### src/rtl/fetch_prefetch_unit_pkg.sv
// Shared types and constants for the instruction-fetch front end.
// Every fetch queue entry carries its own PC so decode never has to reconstruct it.
package fetch_prefetch_unit_pkg;

    localparam int PC_W    = 9;
    localparam int INS_W   = 32;
    localparam int DEPTH   = 4;
    localparam int MAX_OUT = 2;
    localparam int OCC_W   = $clog2(DEPTH + 1);
    localparam int CNT_W   = $clog2(MAX_OUT + 1);

    localparam logic [PC_W-1:0] PC_STEP  = PC_W'(4);
    localparam logic [PC_W-1:0] RESET_PC = '0;

    typedef struct packed {
        logic [PC_W-1:0]  pc;
        logic [INS_W-1:0] instr;
    } fetch_entry_t;

    function automatic logic [PC_W-1:0] alignPc(input logic [PC_W-1:0] pc);
        return {pc[PC_W-1:2], 2'b00};
    endfunction

endpackage

### src/rtl/fetch_prefetch_unit_fifo.sv
// Prefetch queue: synchronous FIFO of {pc, instr} entries with a flush for redirects.
// Read/write pointers carry an extra wrap bit so that full and empty can be told apart.
module fetch_fifo
    import fetch_prefetch_unit_pkg::*;
#(
    parameter int DEPTH_P = DEPTH
) (
    input  logic                           clk,
    input  logic                           reset,
    input  logic                           i_push,
    input  fetch_entry_t                   i_push_data,
    input  logic                           i_pop,
    input  logic                           i_flush,
    output fetch_entry_t                   o_head,
    output logic                           o_empty,
    output logic                           o_full,
    output logic [$clog2(DEPTH_P+1)-1:0]   o_count
);

    localparam int AW = $clog2(DEPTH_P);

    fetch_entry_t r_mem [DEPTH_P];
    logic [AW:0]  r_wr_ptr;
    logic [AW:0]  r_rd_ptr;
    logic         w_do_push;
    logic         w_do_pop;

    assign w_do_push = i_push && !o_full;
    assign w_do_pop  = i_pop && !o_empty;

    // Flush wins over any push or pop issued in the same cycle.
    always_ff @(posedge clk) begin
        if (reset || i_flush) begin
            r_wr_ptr <= '0;
            r_rd_ptr <= '0;
        end else begin
            if (w_do_push) r_wr_ptr <= r_wr_ptr + 1'b1;
            if (w_do_pop)  r_rd_ptr <= r_rd_ptr + 1'b1;
        end
    end

    always_ff @(posedge clk) begin
        if (w_do_push && !i_flush) r_mem[r_wr_ptr[AW-1:0]] <= i_push_data;
    end

    assign o_empty = (r_wr_ptr == r_rd_ptr);
    assign o_full  = (r_wr_ptr[AW] != r_rd_ptr[AW]) && (r_wr_ptr[AW-1:0] == r_rd_ptr[AW-1:0]);
    assign o_count = r_wr_ptr - r_rd_ptr;
    assign o_head  = r_mem[r_rd_ptr[AW-1:0]];

endmodule

### src/rtl/fetch_prefetch_unit.sv
// Instruction-fetch front end: owns the fetch PC, issues in-order imem requests and
// buffers returned words for IF/ID, dropping responses made stale by EX redirects.
module fetch_prefetch_unit
    import fetch_prefetch_unit_pkg::*;
(
    input  logic             clk,
    input  logic             reset,
    output logic             o_imem_req_valid,
    input  logic             i_imem_req_ready,
    output logic [PC_W-1:0]  o_imem_req_addr,
    input  logic             i_imem_rsp_valid,
    input  logic [INS_W-1:0] i_imem_rsp_data,
    input  logic             i_redirect,
    input  logic [PC_W-1:0]  i_redirect_pc,
    input  logic             i_id_stall,
    output logic             o_if_valid,
    output logic [INS_W-1:0] o_if_instr,
    output logic [PC_W-1:0]  o_if_pc,
    output logic [OCC_W-1:0] o_occupancy
);

    localparam int INFL_W = CNT_W + 1;
    localparam int FILL_W = OCC_W + 1;

    logic [PC_W-1:0]   r_fetch_pc;
    logic [PC_W-1:0]   r_resp_pc;
    logic [CNT_W-1:0]  r_outstanding;
    logic [CNT_W-1:0]  r_discard;

    logic [PC_W-1:0]   w_redirect_pc;
    logic [INFL_W-1:0] w_in_flight;
    logic [FILL_W-1:0] w_fill;
    logic              w_accept;
    logic              w_push;
    logic              w_pop;
    logic              w_fifo_empty;
    logic              w_fifo_full;
    logic [OCC_W-1:0]  w_count;
    fetch_entry_t      w_head;
    fetch_entry_t      w_push_entry;

    assign w_redirect_pc = alignPc(i_redirect_pc);
    assign w_in_flight   = INFL_W'(r_outstanding) + INFL_W'(r_discard);
    assign w_fill        = FILL_W'(w_count) + FILL_W'(r_outstanding);

    // Credit counts words already queued plus words still owed by memory; a pop this cycle
    // does not free a slot until next cycle, which keeps the issue path off the pop path.
    assign o_imem_req_valid = !reset && !i_redirect
                            && (w_in_flight < INFL_W'(MAX_OUT))
                            && (w_fill < FILL_W'(DEPTH));
    assign w_accept     = o_imem_req_valid && i_imem_req_ready;
    assign w_push       = i_imem_rsp_valid && !i_redirect && (r_discard == '0);
    assign w_pop        = !w_fifo_empty && !i_id_stall && !i_redirect;
    assign w_push_entry = '{pc: r_resp_pc, instr: i_imem_rsp_data};

    // On redirect every in-flight request becomes stale; the one answering this cycle is already gone.
    always_ff @(posedge clk) begin
        if (reset) begin
            r_fetch_pc    <= RESET_PC;
            r_resp_pc     <= RESET_PC;
            r_outstanding <= '0;
            r_discard     <= '0;
        end else if (i_redirect) begin
            r_fetch_pc    <= w_redirect_pc;
            r_resp_pc     <= w_redirect_pc;
            r_outstanding <= '0;
            r_discard     <= r_discard + r_outstanding - CNT_W'(i_imem_rsp_valid);
        end else begin
            if (w_accept) r_fetch_pc <= r_fetch_pc + PC_STEP;
            if (w_push)   r_resp_pc  <= r_resp_pc + PC_STEP;
            r_outstanding <= r_outstanding + CNT_W'(w_accept) - CNT_W'(w_push);
            if (i_imem_rsp_valid && (r_discard != '0)) r_discard <= r_discard - CNT_W'(1);
        end
    end

    fetch_fifo #(
        .DEPTH_P (DEPTH)
    ) u_fifo (
        .clk         (clk),
        .reset       (reset),
        .i_push      (w_push),
        .i_push_data (w_push_entry),
        .i_pop       (w_pop),
        .i_flush     (i_redirect),
        .o_head      (w_head),
        .o_empty     (w_fifo_empty),
        .o_full      (w_fifo_full),
        .o_count     (w_count)
    );

    always_ff @(posedge clk) begin
        if (!reset) assert (!(w_push && w_fifo_full));
    end

    assign o_imem_req_addr = reset ? '0 : r_fetch_pc;
    assign o_if_valid      = !reset && !w_fifo_empty;
    assign o_if_pc         = o_if_valid ? w_head.pc : '0;
    assign o_if_instr      = o_if_valid ? w_head.instr : '0;
    assign o_occupancy     = reset ? '0 : w_count;

endmodule
### config.mk
export PLATFORM = sky130hd
export DESIGN_NAME = fetch_prefetch_unit
export DESIGN_NICKNAME = d
export VERILOG_FILES = /design/src/rtl/fetch_prefetch_unit_pkg.sv /design/src/rtl/fetch_prefetch_unit_fifo.sv /design/src/rtl/fetch_prefetch_unit.sv
export SDC_FILE = /design/constraint.sdc
export NUM_CORES = 1
export LEC_CHECK = 0
export BUFFER_PORTS_ARGS = -buffer_cell sky130_fd_sc_hd__buf_2
export CORE_MARGIN = 5
export CORE_UTILIZATION = 52
export DETAILED_ROUTE_END_ITERATION = 10
export MAX_ROUTING_LAYER = met4
export PLACE_DENSITY_LB_ADDON = 0.05
export SLEW_MARGIN = 5
export SYNTH_ARGS = -nofsm -noshare
export SYNTH_HDL_FRONTEND = slang
export SYNTH_SLANG_ARGS = --single-unit
### constraint.sdc
create_clock -name clk -period 2.65 [get_ports clk]
set_clock_uncertainty 0.05 [all_clocks]
set_input_delay 0.3975 -clock clk [delete_from_list [all_inputs] [get_ports clk]]
set_output_delay 0.3975 -clock clk [all_outputs]
set_load 0.01 [all_outputs]
==> impl_metrics.sql <==
INSERT INTO impl_metrics (metric_group, metric, value, unit) VALUES
('clock_network', 'cts.path.max_buffers', '2', ''),
('synth', 'synth.ff_latch_count', '182', ''),
('pwr', 'comb_pwr_share', '0.063', ''),
('timing', 'layout_min_cycle_time', '2650', 'ps'),
('synth', 'synth.cell_area', '7560', 'um^2'),
('flow_run', 'max_cap_viol', '0', ''),
('floorplan', 'core_area', '14400', 'um^2'),
('synth', 'netlist.top_cell.by_area', 'sky130_fd_sc_hd__edfxtp_1', ''),
('final_layout', 'final_core_utilization', '0.635', ''),
('timing', 'worst_slew_pin_slew', '524', 'ps'),
('grt', 'maximum_number_of_pins_on_one_net_before_global_route_repair', '41', ''),
('placement', 'port_buffers', '95', ''),
('clock_network', 'clock-root-buffer', 'sky130_fd_sc_hd__clkbuf_16', ''),
('routing', 'first_iter_violations', '274', ''),
('timing', 'timing.setup.tns', '0', 'ps'),
('critical_path', 'critical_path_class', 'reg -> out', ''),
('routing', 'drtAntennaViolNets', '0', ''),
('critical_path', 'path_common_cell', 'sky130_fd_sc_hd__inv_2', ''),
('final_layout', 'number_of_standard_cells_in_the_final_layout_excluding_fillers', '751', ''),
('placement', 'placement.setup.worst_slack', '40.4', 'ps'),
('timing', 'final.setup.worst_slack', '3.45', 'ps'),
('synth', 'synth.avg_cell_area', '17.3', 'um^2'),
('synth', 'synth_top_area_share', '0.620', ''),
('pwr', 'power_density', '686', 'nW/um^2'),
('pwr', 'clkPwrFrac', '0.422', ''),
('floorplan', 'fp.dieW', '131', 'um'),
('pwr', 'power_switching', '1.23', 'mW'),
('timing', 'period_share', '0.999', ''),
('clock_network', 'numCtsBuffers', '17', ''),
('pwr', 'leakage', '3.32', 'nW'),
('floorplan', 'start_util', '0.524', ''),
('pwr', 'intPower', '5.05', 'mW'),
('final_layout', 'post-route-cell-area', '9160', 'um^2'),
('clock_network', 'cts_max_level', '4', ''),
('synth', 'synth.yosys.seq_area_share', '0.688', ''),
('pwr', 'peakVddDrop', '0.000427', 'V'),
('synth', 'synth.lib_cells_used.distinct', '39', ''),
('floorplan', 'die-height', '131', 'um'),
('critical_path', 'critical_path.endpoint_type', 'primary output', ''),
('final_layout', 'mostFrequentLayoutCells', '156 x sky130_fd_sc_hd__edfxtp_1, 94 x sky130_fd_sc_hd__buf_2, 49 x sky130_fd_sc_hd__nor2b_1, 39 x sky130_fd_sc_hd__mux4_2, 22 x sky130_fd_sc_hd__dfxtp_1', ''),
('routing', 'route.detailed.wl_per_inst', '18.2', 'um'),
('pwr', 'switching_share', '0.196', ''),
('synth', 'postSynthCellCount', '437', ''),
('pwr', 'post-layout-total-power', '6.28', 'mW'),
('critical_path', 'critical_path.max_fanout', '2', ''),
('synth', 'yosys_warnings', '0', ''),
('critical_path', 'nature_of_the_critical_path_startpoint', 'flop', ''),
('clock_network', 'cts.reportedPaths.clkPinSlew', '70', 'ps'),
('timing', 'rsz0062_at_grt', 'true', ''),
('routing', 'route.vias.total', '3974', ''),
('clock_network', 'holdBufCountCts', '0', ''),
('placement', 'dp_hpwl', '8700', 'um'),
('timing', 'worst_slew_margin_rel', '0.651', ''),
('routing', 'drt_wl_total', '13700', 'um'),
('clock_network', 'cts.sink_count', '182', ''),
('placement', 'placed_cell_area', '8440', 'um^2'),
('status', 'outcome', 'completed', ''),
('final_layout', 'post_route_cells_drive_above_1_share', '0.365', ''),
('final_layout', 'final_nets', '619', ''),
('clock_network', 'cts_tree', 'yes', ''),
('grt', 'global_route_wire_length_before_repair', '21600', 'um'),
('routing', 'remaining_drc_errors', '0', ''),
('final_layout', 'antenna-diode-count', '0', ''),
('grt', 'grt_antenna_before_repair', '0', ''),
('critical_path', 'worst_path_max_delay_cell', 'sky130_fd_sc_hd__fa_1', ''),
('critical_path', 'critPathArrivalTime', '2200', 'ps'),
('grt', 'grt_use_total', '0.174', ''),
('floorplan', 'num_rows', '44', ''),
('clock_network', 'clk_latency', '410', 'ps'),
('routing', 'detail_route.vias_per_cell', '5.29', ''),
('critical_path', 'path_cells', 'inv_2 > ha_4 > inv_2 > fa_1 > ha_1 > nand3b_1 > buf_4 > nand4_4 > inv_2 > buf_6', '');
==> synth_stat cells <==
cell,n
sky130_fd_sc_hd__edfxtp_1,156
sky130_fd_sc_hd__nor2b_1,49
sky130_fd_sc_hd__mux4_2,39
sky130_fd_sc_hd__dfxtp_1,26
sky130_fd_sc_hd__inv_1,20
sky130_fd_sc_hd__ha_1,16
sky130_fd_sc_hd__nor2_1,16
sky130_fd_sc_hd__o21a_1,12
sky130_fd_sc_hd__clkbuf_1,10
sky130_fd_sc_hd__xnor2_1,10
sky130_fd_sc_hd__nand2_1,9
sky130_fd_sc_hd__a21oi_1,8
sky130_fd_sc_hd__buf_4,8
sky130_fd_sc_hd__xor2_1,8
sky130_fd_sc_hd__o31a_1,7
sky130_fd_sc_hd__and2_1,5
sky130_fd_sc_hd__buf_2,5
sky130_fd_sc_hd__nor3_1,4
sky130_fd_sc_hd__nand4_1,3
sky130_fd_sc_hd__fa_1,2
sky130_fd_sc_hd__mux2i_1,2
sky130_fd_sc_hd__nand3_1,2
sky130_fd_sc_hd__nor4_1,2
sky130_fd_sc_hd__o211ai_1,2
sky130_fd_sc_hd__o21ai_0,2
sky130_fd_sc_hd__a211o_1,1
sky130_fd_sc_hd__and3_1,1
sky130_fd_sc_hd__and3b_1,1
sky130_fd_sc_hd__conb_1,1
sky130_fd_sc_hd__mux2_2,1
sky130_fd_sc_hd__nand3b_1,1
sky130_fd_sc_hd__nand4_2,1
sky130_fd_sc_hd__nand4_4,1
sky130_fd_sc_hd__nor3_4,1
sky130_fd_sc_hd__nor3b_1,1
sky130_fd_sc_hd__o211a_1,1
sky130_fd_sc_hd__o21bai_1,1
sky130_fd_sc_hd__or2_2,1
sky130_fd_sc_hd__xor3_2,1
==> kinds of logic after synthesis <==
kind of cell             after synthesis  share of synthesized area
AO/OA/AOI/OAI                         34                     0.0321
buffers and inverters                 43                     0.0261
flip-flops                           182                      0.688
XOR/XNOR                              19                     0.0242
other                                  1                   0.000496
multiplexers                          42                      0.120
adder cells (fa/ha/maj)               18                     0.0318
AND/OR/NAND/NOR                       98                     0.0766
==> power groups by stage <==
| stage | sequential (mW) | combinational, mW | clock [mW] |
|---|---|---|---|
| detailed placement | 3.30 | 0.384 | 0 |
| CTS | 3.24 | 0.397 | 2.70 |
| global route | 3.24 | 0.442 | 2.82 |
| floorplan | 3.29 | 0.247 | 0 |
| global placement | 3.29 | 0.374 | 0 |
| finish | 3.23 | 0.398 | 2.65 |
==> repair_timing <==
item,CTS,global route
hold endpoints to repair,0,0
gates resized for setup,8,6
buffers inserted,4,1
endpoints found under the setup margin,1,6
pin swaps,2,8
==> sequential cells by signal, indices dropped and copies added, names as in the netlist, named ones only <==
name	count
r_discard	2
r_fetch_pc	7
r_outstanding	2
r_resp_pc	7
u_fifo.r_mem	156
u_fifo.r_rd_ptr	3
u_fifo.r_wr_ptr	3
==> cell type report <==
| type | count | area (um^2) |
|---|---|---|
| Timing Repair Buffer | 118 | 771 |
| Inverter | 20 | 75.1 |
| Clock buffer | 24 | 482 |
| Sequential cell | 182 | 5220 |
| Fill cell | 1072 | 5270 |
| Clock inverter | 8 | 149 |
| Tap cell | 184 | 230 |
| Multi-Input combinational cell | 215 | 2240 |
==> per-layer routing <==
metal  share of wire  GRT usage  up-vias  routed length [um]
met1            0.44      0.222     1981                6040
li1                -          -     1891                   -
met2            0.50      0.282       90                6860
met3           0.045     0.0415       12                 615
met4           0.010     0.0508        0                 138
met5               0          -        -                   0
==> critical path, delay by kind of cell (launching register included) <==
family	cells	cell delay [ps]
DFF	1	320
and+or+nand+nor	2	190
adders and majority gates	3	880
buffers and inverters	5	390
==> final timing paths <==
| check | start | endpoint | slack, ps | cells after the start |
|---|---|---|---|---|
| worst max-delay path | u_fifo.r_wr_ptr[0]$_SDFFE_PP0P_ | o_imem_req_valid | 3 | 10 |
| worst min-delay path | i_imem_rsp_data[21] | u_fifo.r_mem[0][21]$_DFFE_PP_ | 140 | 1 |
| worst max register to register | u_fifo.r_wr_ptr[0]$_SDFFE_PP0P_ | r_outstanding[1]$_SDFF_PP0_ | 20 | 14 |
| worst min register to register | u_fifo.r_rd_ptr[0]$_SDFFE_PP0P_ | flop | 500 | 2 |
No activity file was read; power rests on OpenSTA's default activity.
